**src/rtl/fft_pkg.sv**
```systemverilog
// Shared constants for the 32-point radix-2 SDF FFT pipeline: widths, butterfly
// state encodings, stage phase encodings and the phase sequencing helper.
package fft_pkg;

  localparam int DW       = 19;
  localparam int TW       = 9;
  localparam int N_FFT    = 32;
  localparam int TW_SHIFT = 8;

  localparam logic [1:0] BF_IDLE    = 2'b00;
  localparam logic [1:0] BF_FIRST   = 2'b01;
  localparam logic [1:0] BF_SECOND  = 2'b10;
  localparam logic [1:0] BF_WAITING = 2'b11;

  localparam logic [1:0] FILL    = 2'd0;
  localparam logic [1:0] COMBINE = 2'd1;
  localparam logic [1:0] DRAIN   = 2'd2;

  function automatic logic [1:0] next_phase(input logic [1:0] p);
    case (p)
      FILL:    return COMBINE;
      COMBINE: return DRAIN;
      default: return FILL;
    endcase
  endfunction

endpackage

```
**src/rtl/sdf_r2_stage_if.sv**
```systemverilog
// Sample-stream bundle of one SDF stage: upstream valid/ready/data plus the
// registered downstream output and the busy flag.
interface sdf_r2_stage_if #(parameter int DW = fft_pkg::DW);

  logic                 in_valid_i;
  logic                 in_ready_o;
  logic signed [DW-1:0] din_r;
  logic signed [DW-1:0] din_i;
  logic                 out_valid_o;
  logic signed [DW-1:0] dout_r;
  logic signed [DW-1:0] dout_i;
  logic                 busy_o;

  modport master (
    output in_valid_i, din_r, din_i,
    input  in_ready_o, out_valid_o, dout_r, dout_i, busy_o
  );

  modport slave (
    input  in_valid_i, din_r, din_i,
    output in_ready_o, out_valid_o, dout_r, dout_i, busy_o
  );

endinterface

```
**src/rtl/twiddle_rom.sv**
```systemverilog
// Twiddle factors W32^k for k = 0..15, scaled by 2^8 and clamped to the signed
// 9-bit range, so W^0 reads (255, 0) and W^8 reads (0, -256).
module twiddle_rom #(
  parameter int TW = fft_pkg::TW
) (
  input  logic [3:0]           k,
  output logic signed [TW-1:0] wn_r,
  output logic signed [TW-1:0] wn_i
);

  localparam int COS_T [16] = '{255, 251, 237, 213, 181, 142,  98,  50,
                                  0, -50, -98, -142, -181, -213, -237, -251};
  localparam int SIN_T [16] = '{0, -50, -98, -142, -181, -213, -237, -251,
                                -256, -251, -237, -213, -181, -142, -98, -50};

  always_comb begin
    wn_r = TW'(COS_T[k]);
    wn_i = TW'(SIN_T[k]);
  end

endmodule

```
**src/rtl/sdf_r2_stage.sv**
```systemverilog
// Sequential shell of one radix-2 SDF stage: delay line, phase/sample counter,
// twiddle addressing and output register around an external butterfly.
// Optional macro SDF_UNITY_BYPASS_EN: DRAIN cycles with k=0 forward the head directly.
module sdf_r2_stage #(
  parameter int DEPTH = 16,
  parameter int DW    = fft_pkg::DW,
  parameter int TW    = fft_pkg::TW
) (
  input  logic                 clk,
  input  logic                 rst_n,
  sdf_r2_stage_if.slave        io,
  output logic [1:0]           bf_state_o,
  output logic signed [DW-1:0] bf_A_r,
  output logic signed [DW-1:0] bf_A_i,
  output logic signed [DW-1:0] bf_B_r,
  output logic signed [DW-1:0] bf_B_i,
  output logic signed [TW-1:0] bf_WN_r,
  output logic signed [TW-1:0] bf_WN_i,
  input  logic signed [DW-1:0] bf_out_r,
  input  logic signed [DW-1:0] bf_out_i,
  input  logic signed [DW-1:0] bf_SR_r,
  input  logic signed [DW-1:0] bf_SR_i
);

  import fft_pkg::*;

  localparam int CW     = $clog2(DEPTH) + 1;
  localparam int STRIDE = 16 / DEPTH;

  logic [1:0]           phase;
  logic [CW-1:0]        cnt;
  logic signed [DW-1:0] dl_r [DEPTH];
  logic signed [DW-1:0] dl_i [DEPTH];
  logic signed [DW-1:0] head_r, head_i;
  logic signed [DW-1:0] shift_r, shift_i;
  logic signed [TW-1:0] rom_r, rom_i;
  logic [3:0]           k_idx;
  logic                 accept, advance, sample_out, last, use_head;

  assign head_r = dl_r[DEPTH-1];
  assign head_i = dl_i[DEPTH-1];

  assign io.in_ready_o = (phase != DRAIN);
  assign io.busy_o     = (phase != FILL) || (cnt != '0);
  assign accept        = io.in_valid_i & io.in_ready_o;
  assign last          = (cnt == CW'(DEPTH - 1));
  assign k_idx         = 4'(int'(cnt) * STRIDE);

  twiddle_rom #(.TW(TW)) u_rom (
    .k    (k_idx),
    .wn_r (rom_r),
    .wn_i (rom_i)
  );

  assign bf_WN_r = (phase == DRAIN) ? rom_r : '0;
  assign bf_WN_i = (phase == DRAIN) ? rom_i : '0;

`ifdef SDF_UNITY_BYPASS_EN
  assign use_head = (phase == DRAIN) && (k_idx == 4'd0);
`else
  assign use_head = 1'b0;
`endif

  // NOTE: every output of this block gets a default first so no path leaves a latch.
  always_comb begin
    bf_state_o = BF_IDLE;
    bf_A_r     = '0;
    bf_A_i     = '0;
    bf_B_r     = '0;
    bf_B_i     = '0;
    shift_r    = '0;
    shift_i    = '0;
    advance    = 1'b0;
    sample_out = 1'b0;
    case (phase)
      FILL: if (accept) begin
        bf_state_o = BF_WAITING;
        bf_A_r     = io.din_r;
        bf_A_i     = io.din_i;
        shift_r    = bf_SR_r;
        shift_i    = bf_SR_i;
        advance    = 1'b1;
      end
      COMBINE: if (accept) begin
        bf_state_o = BF_FIRST;
        bf_A_r     = head_r;
        bf_A_i     = head_i;
        bf_B_r     = io.din_r;
        bf_B_i     = io.din_i;
        shift_r    = bf_SR_r;
        shift_i    = bf_SR_i;
        advance    = 1'b1;
        sample_out = 1'b1;
      end
      DRAIN: begin
        bf_state_o = BF_SECOND;
        bf_B_r     = head_r;
        bf_B_i     = head_i;
        advance    = 1'b1;
        sample_out = 1'b1;
      end
      default: ;
    endcase
  end

  // NOTE: the delay line is reset explicitly because an aborted frame must leave no residue.
  always_ff @(posedge clk or negedge rst_n) begin
    if (!rst_n) begin
      for (int j = 0; j < DEPTH; j++) begin
        dl_r[j] <= '0;
        dl_i[j] <= '0;
      end
    end else if (advance) begin
      dl_r[0] <= shift_r;
      dl_i[0] <= shift_i;
      for (int j = 1; j < DEPTH; j++) begin
        dl_r[j] <= dl_r[j-1];
        dl_i[j] <= dl_i[j-1];
      end
    end
  end

  // NOTE: state uses non-blocking assignments so all registers update from pre-edge values.
  always_ff @(posedge clk or negedge rst_n) begin
    if (!rst_n) begin
      phase          <= FILL;
      cnt            <= '0;
      io.out_valid_o <= 1'b0;
      io.dout_r      <= '0;
      io.dout_i      <= '0;
    end else begin
      if (advance) begin
        cnt <= last ? '0 : cnt + 1'b1;
        if (last) phase <= next_phase(phase);
      end
      io.out_valid_o <= sample_out;
      if (sample_out) begin
        io.dout_r <= use_head ? head_r : bf_out_r;
        io.dout_i <= use_head ? head_i : bf_out_i;
      end
    end
  end

endmodule

```
**src/flat_wrapper.sv**
```systemverilog
// flat-port wrapper written by rule: the top's interface ports become plain ports
module sdf_r2_stage_flat import fft_pkg::*;
#(
  parameter int DEPTH = 16,
  parameter int DW    = fft_pkg::DW,
  parameter int TW    = fft_pkg::TW
)
  (clk, rst_n, bf_state_o, bf_A_r, bf_A_i, bf_B_r, bf_B_i, bf_WN_r, bf_WN_i, bf_out_r, bf_out_i, bf_SR_r, bf_SR_i, io_in_valid_i, io_din_r, io_din_i, io_in_ready_o, io_out_valid_o, io_dout_r, io_dout_i, io_busy_o);
  sdf_r2_stage_if #(.DW(DW)) io_i ();
  input  logic clk;
  input  logic rst_n;
  output logic [1:0] bf_state_o;
  output logic signed [DW-1:0] bf_A_r;
  output logic signed [DW-1:0] bf_A_i;
  output logic signed [DW-1:0] bf_B_r;
  output logic signed [DW-1:0] bf_B_i;
  output logic signed [TW-1:0] bf_WN_r;
  output logic signed [TW-1:0] bf_WN_i;
  input  logic signed [DW-1:0] bf_out_r;
  input  logic signed [DW-1:0] bf_out_i;
  input  logic signed [DW-1:0] bf_SR_r;
  input  logic signed [DW-1:0] bf_SR_i;
  input wire logic [$bits(io_i.in_valid_i)-1:0] io_in_valid_i;
  input wire logic [$bits(io_i.din_r)-1:0] io_din_r;
  input wire logic [$bits(io_i.din_i)-1:0] io_din_i;
  output wire logic [$bits(io_i.in_ready_o)-1:0] io_in_ready_o;
  output wire logic [$bits(io_i.out_valid_o)-1:0] io_out_valid_o;
  output wire logic [$bits(io_i.dout_r)-1:0] io_dout_r;
  output wire logic [$bits(io_i.dout_i)-1:0] io_dout_i;
  output wire logic [$bits(io_i.busy_o)-1:0] io_busy_o;
  assign io_i.in_valid_i = io_in_valid_i;
  assign io_i.din_r = io_din_r;
  assign io_i.din_i = io_din_i;
  assign io_in_ready_o = io_i.in_ready_o;
  assign io_out_valid_o = io_i.out_valid_o;
  assign io_dout_r = io_i.dout_r;
  assign io_dout_i = io_i.dout_i;
  assign io_busy_o = io_i.busy_o;
  sdf_r2_stage #(.DEPTH(DEPTH), .DW(DW), .TW(TW)) u_core (.clk(clk), .rst_n(rst_n), .io(io_i), .bf_state_o(bf_state_o), .bf_A_r(bf_A_r), .bf_A_i(bf_A_i), .bf_B_r(bf_B_r), .bf_B_i(bf_B_i), .bf_WN_r(bf_WN_r), .bf_WN_i(bf_WN_i), .bf_out_r(bf_out_r), .bf_out_i(bf_out_i), .bf_SR_r(bf_SR_r), .bf_SR_i(bf_SR_i));
endmodule
```
**config.mk**
```make
export PLATFORM = sky130hd
export DESIGN_NAME = sdf_r2_stage_flat
export DESIGN_NICKNAME = d
export VERILOG_FILES = /design/src/rtl/fft_pkg.sv /design/src/rtl/sdf_r2_stage_if.sv /design/src/rtl/twiddle_rom.sv /design/src/rtl/sdf_r2_stage.sv /design/src/flat_wrapper.sv
export SDC_FILE = /design/constraint.sdc
export NUM_CORES = 1
export LEC_CHECK = 0
export CORE_MARGIN = 1.5
export CORE_UTILIZATION = 35
export DETAILED_ROUTE_END_ITERATION = 7
export GPL_TIMING_DRIVEN = 0
export SYNTH_ARGS = -nofsm -noshare
export SYNTH_HDL_FRONTEND = slang
export SYNTH_SLANG_ARGS = --single-unit
```
**constraint.sdc**
```tcl
create_clock -name clk -period 2.85 [get_ports clk]
set_input_delay 0.4275 -clock clk [delete_from_list [all_inputs] [get_ports clk]]
set_output_delay 0.4275 -clock clk [all_outputs]
set_load 0.03 [all_outputs]
```
==> summary.md <==
| Metric | Value |
|---|---|
| Mean Syn Cell Area | `15.6 µm²` |
| Power per cell area | `1130 nW/µm²` |
| Setup slack after layout | `0.0540 ns` |
| Antenna violations before repair | `1` |
| Cell total after placement | `2886` |
| Gr busiest metal | `met2` |
| Crit start category | `flop` |
| Met3 global-route usage | `3.17%` |
| Worst VDD drop | `0.412 mV` |
| RePlAce Congestion | `0.857` |
| Worst-margin pin slew | `0.752 ns` |
| H-tree levels | `3` |
| Commonest register cell after synthesis | `dfrtp_1` |
| Pin count of the biggest net entering global routing | `130` |
| Max Buffers Root-to-Sink | `3` |
| Congestion Overflow GR | `0` |
| Final Hold Fails | `0` |
| # IOs | `254` |
| Clk pwr share | `25.0%` |
| Arr. time, crit path | `2.37 ns` |
| Core Area | `73200 µm²` |
| Clock sink total | `654` |
| Antenna-violating nets left | `0` |
| Overall die height | `275 µm` |
| 1st-pass router iterations | `8` |
| Hold Slack | `0.427 ns` |
| Num CTS Buffers | `72` |
| Hold Path Class | `primary input to flop` |
| Total Routed Length | `54400 µm` |
| Number of global-route vias before repair | `15560` |
| DP Worst Slack | `-0.734 ns` |
| CP required | `2.42 ns` |
| I/O Buffers | `253` |
| CTS tree | `yes` |
| Critical path class | `flop to output port` |
| Vias per cell | `4.78` |
| Layout Nets | `2142` |
| Sequential-to-total area share from yosys stat | `63.0%` |
| Status | `finished with violations` |
| Fin. max-slew vios | `0` |
| GRT Total Usage | `14.6%` |
| Gate power share | `31.1%` |
| Post-route clock skew | `0.0171 ns` |
| Sw Share | `31.0%` |
| Setup TNS | `0 ns` |
| Total Power | `0.0367 W` |
| Post-synthesis register bit count | `654` |
| Share of cells above drive strength 1 | `33.2%` |
| Max-cap violations | `0` |
| RSZ-0062 raised after global routing | `true` |
| Post-synthesis cell type count | `40` |
| Horiz. Die Dim | `275 µm` |
| Mapped cell area | `26000 µm²` |
| P_sw | `0.0114 W` |
| Fmax | `358 MHz` |
| Area delta synth->final | `24.9%` |
| Syn_nets | `1797` |
| Critical Path Fanout Max | `10` |
| Die Footprint | `75900 µm²` |
| Part of the power in registers | `43.9%` |
| Worst-path clk slew | `0.05 ns` |
| P_int | `0.0253 W` |
| Clock root buffer | `clkbuf_16` |
| # rows | `99` |
| DRC Markers | `40` |
| DR iter-0 viols | `855` |
| Final setup vio count | `0` |
| Final Non-Filler Cells | `3024` |
| Final Cycle Share | `98.1%` |
| Leak pwr | `14.8 nW` |
| Crit path time final | `2.80 ns` |
| GR Layer Usage met2 | `23.2%` |
| Global routing usage on met1 | `19.3%` |
| Drt wl/cell | `18.0 µm` |
| Ys async rst share | `100%` |
| Post-synth EDFFs | `0` |
| Relative slew margins | `49.9%` |
| Vias | `14465` |
| HPWL Detailed | `39700 µm` |
| CP Capture Type | `output port` |
| Commonest non-fill, non-tap cells in the layout | `dfrtp_1 (650), mux2_2 (333), mux2_1 (278), clkdlybuf4s50_1 (154), clkbuf_16 (73)` |
| Starting Density | `35.5%` |
| First-pass GRT wire length | `88000 µm` |
| Most common cell after layout, fill and taps aside | `dfrtp_1` |
| YS warnings | `0` |
| Mapped Cells | `1669` |
| Clock network latency to the later pin of the worst-skew pair | `0.60 ns` |
| Failing checks | `DRC` |
## worst paths after layout
kind,from,end,slack (ns),cells after the start
setup / recovery,u_core.phase[0],bf_B_i[14],0.05,7
hold / removal,bf_SR_i[16],u_core.dl_i[301],0.43,2
setup reg to reg,u_core.phase[0],u_core.dl_i[289],0.51,7
hold reg to reg,u_core.dl_i[226],u_core.dl_i[226],0.48,1
max in group asynchronous,rst_n,u_core.dl_r[178],0.74,4
min in group asynchronous,rst_n,u_core.dl_i[287],0.45,2
## stage by stage
step / utilization [%] / cell area, µm²
floorplan: - / 26000
finish: 44.3 / 32500
CTS: 44.3 / 32400
detailed placement: 40.8 / 29800
global route: 44.3 / 32500
global placement: 40.6 / 29700
## synthesized netlist by cell type, types with 3 or more instances
cell type	number	share of area, %
dfrtp_1	654	63
buf_1	5	0.072
nor2b_1	40	0.96
o21ai_0	4	0.077
nand3_1	3	0.058
nand2_1	12	0.17
nor2_1	48	0.69
a22oi_1	76	2.2
a211oi_1	5	0.14
a21oi_1	10	0.19
mux2_2	334	14
clkbuf_1	25	0.36
ha_1	11	0.53
buf_4	21	0.61
mux2_1	278	12
nor3_1	5	0.096
buf_6	32	1.4
nand4_1	3	0.072
mux2i_1	5	0.19
buf_2	27	0.52
nand2b_1	4	0.096
inv_1	7	0.10
a22o_1	38	1.3
## critical path: stages, from the launching register on
cell and delay (ns):
dfrtp_2 0.42, buf_4 0.15, ha_4 0.17, and3b_2 0.24, clkbuf_4 0.20, a22oi_2 0.23
nor2b_1 0.07, clkdlybuf4s15_2 0.29
## final cells by class
| cell class | count | area [µm²] |
|---|---|---|
| clock inverters | 20 | 287 |
| plain buffers | 107 | 891 |
| clock buffers | 104 | 2080 |
| multi-input cells | 897 | 8930 |
| fillers | 6546 | 40800 |
| well taps | 959 | 1200 |
| diodes | 1 | 2.50 |
| inverters | 8 | 38.8 |
| repair buffers | 274 | 2660 |
| flip-flops and latches | 654 | 16400 |
## flip-flops by register name, summed over array words and instances (netlist names)
register / cells
u_core.head_i: 19
u_core.dl_i: 285
u_core.cnt: 5
u_core.head_r: 19
u_core.io.out_valid_o: 1
u_core.io.dout_r: 19
u_core.dl_r: 285
u_core.io.dout_i: 19
u_core.phase: 2
## power groups by stage
stage,clock network [W],registers (W),logic (W)
floorplan,0,0.0158,0.00755
global placement,0,0.0163,0.0108
detailed placement,0,0.0163,0.0112
CTS,0.00948,0.0162,0.0115
global route,0.00988,0.0168,0.0124
finish,0.00919,0.0161,0.0114
## kinds of logic (layout without fill, tap and decap cells)
kind of cell,after synthesis,after routing,synth area share [%]
and+or+nand+nor,123,123,2.38
buffers and inverters,118,513,3.06
xor gates and xnor gates,1,1,0.0337
adders and majority gates,11,11,0.530
muxes,617,617,26.7
DFF,654,654,63.0
AOI/OAI and AO/OA,145,145,4.26
other,0,1,0
## routing by layer
metal / wire [µm] / vias to the layer above
met4: 1910 / 0
li1: - / 6684
met3: 2870 / 111
met1: 24900 / 7312
met2: 24800 / 358
met5: 0 / -
## what timing repair did
item / 4_1_cts / 5_1_grt
pin swaps: 3 / 3
endpoints found under the setup margin: 109 / 112
buffers inserted: 9 / 6
hold endpoints to repair: 96 / 0
resized for setup: 457 / 36
hold buffers: 1 / 0
cloned: 0 / 0
(Power assumes the default switching activity.)
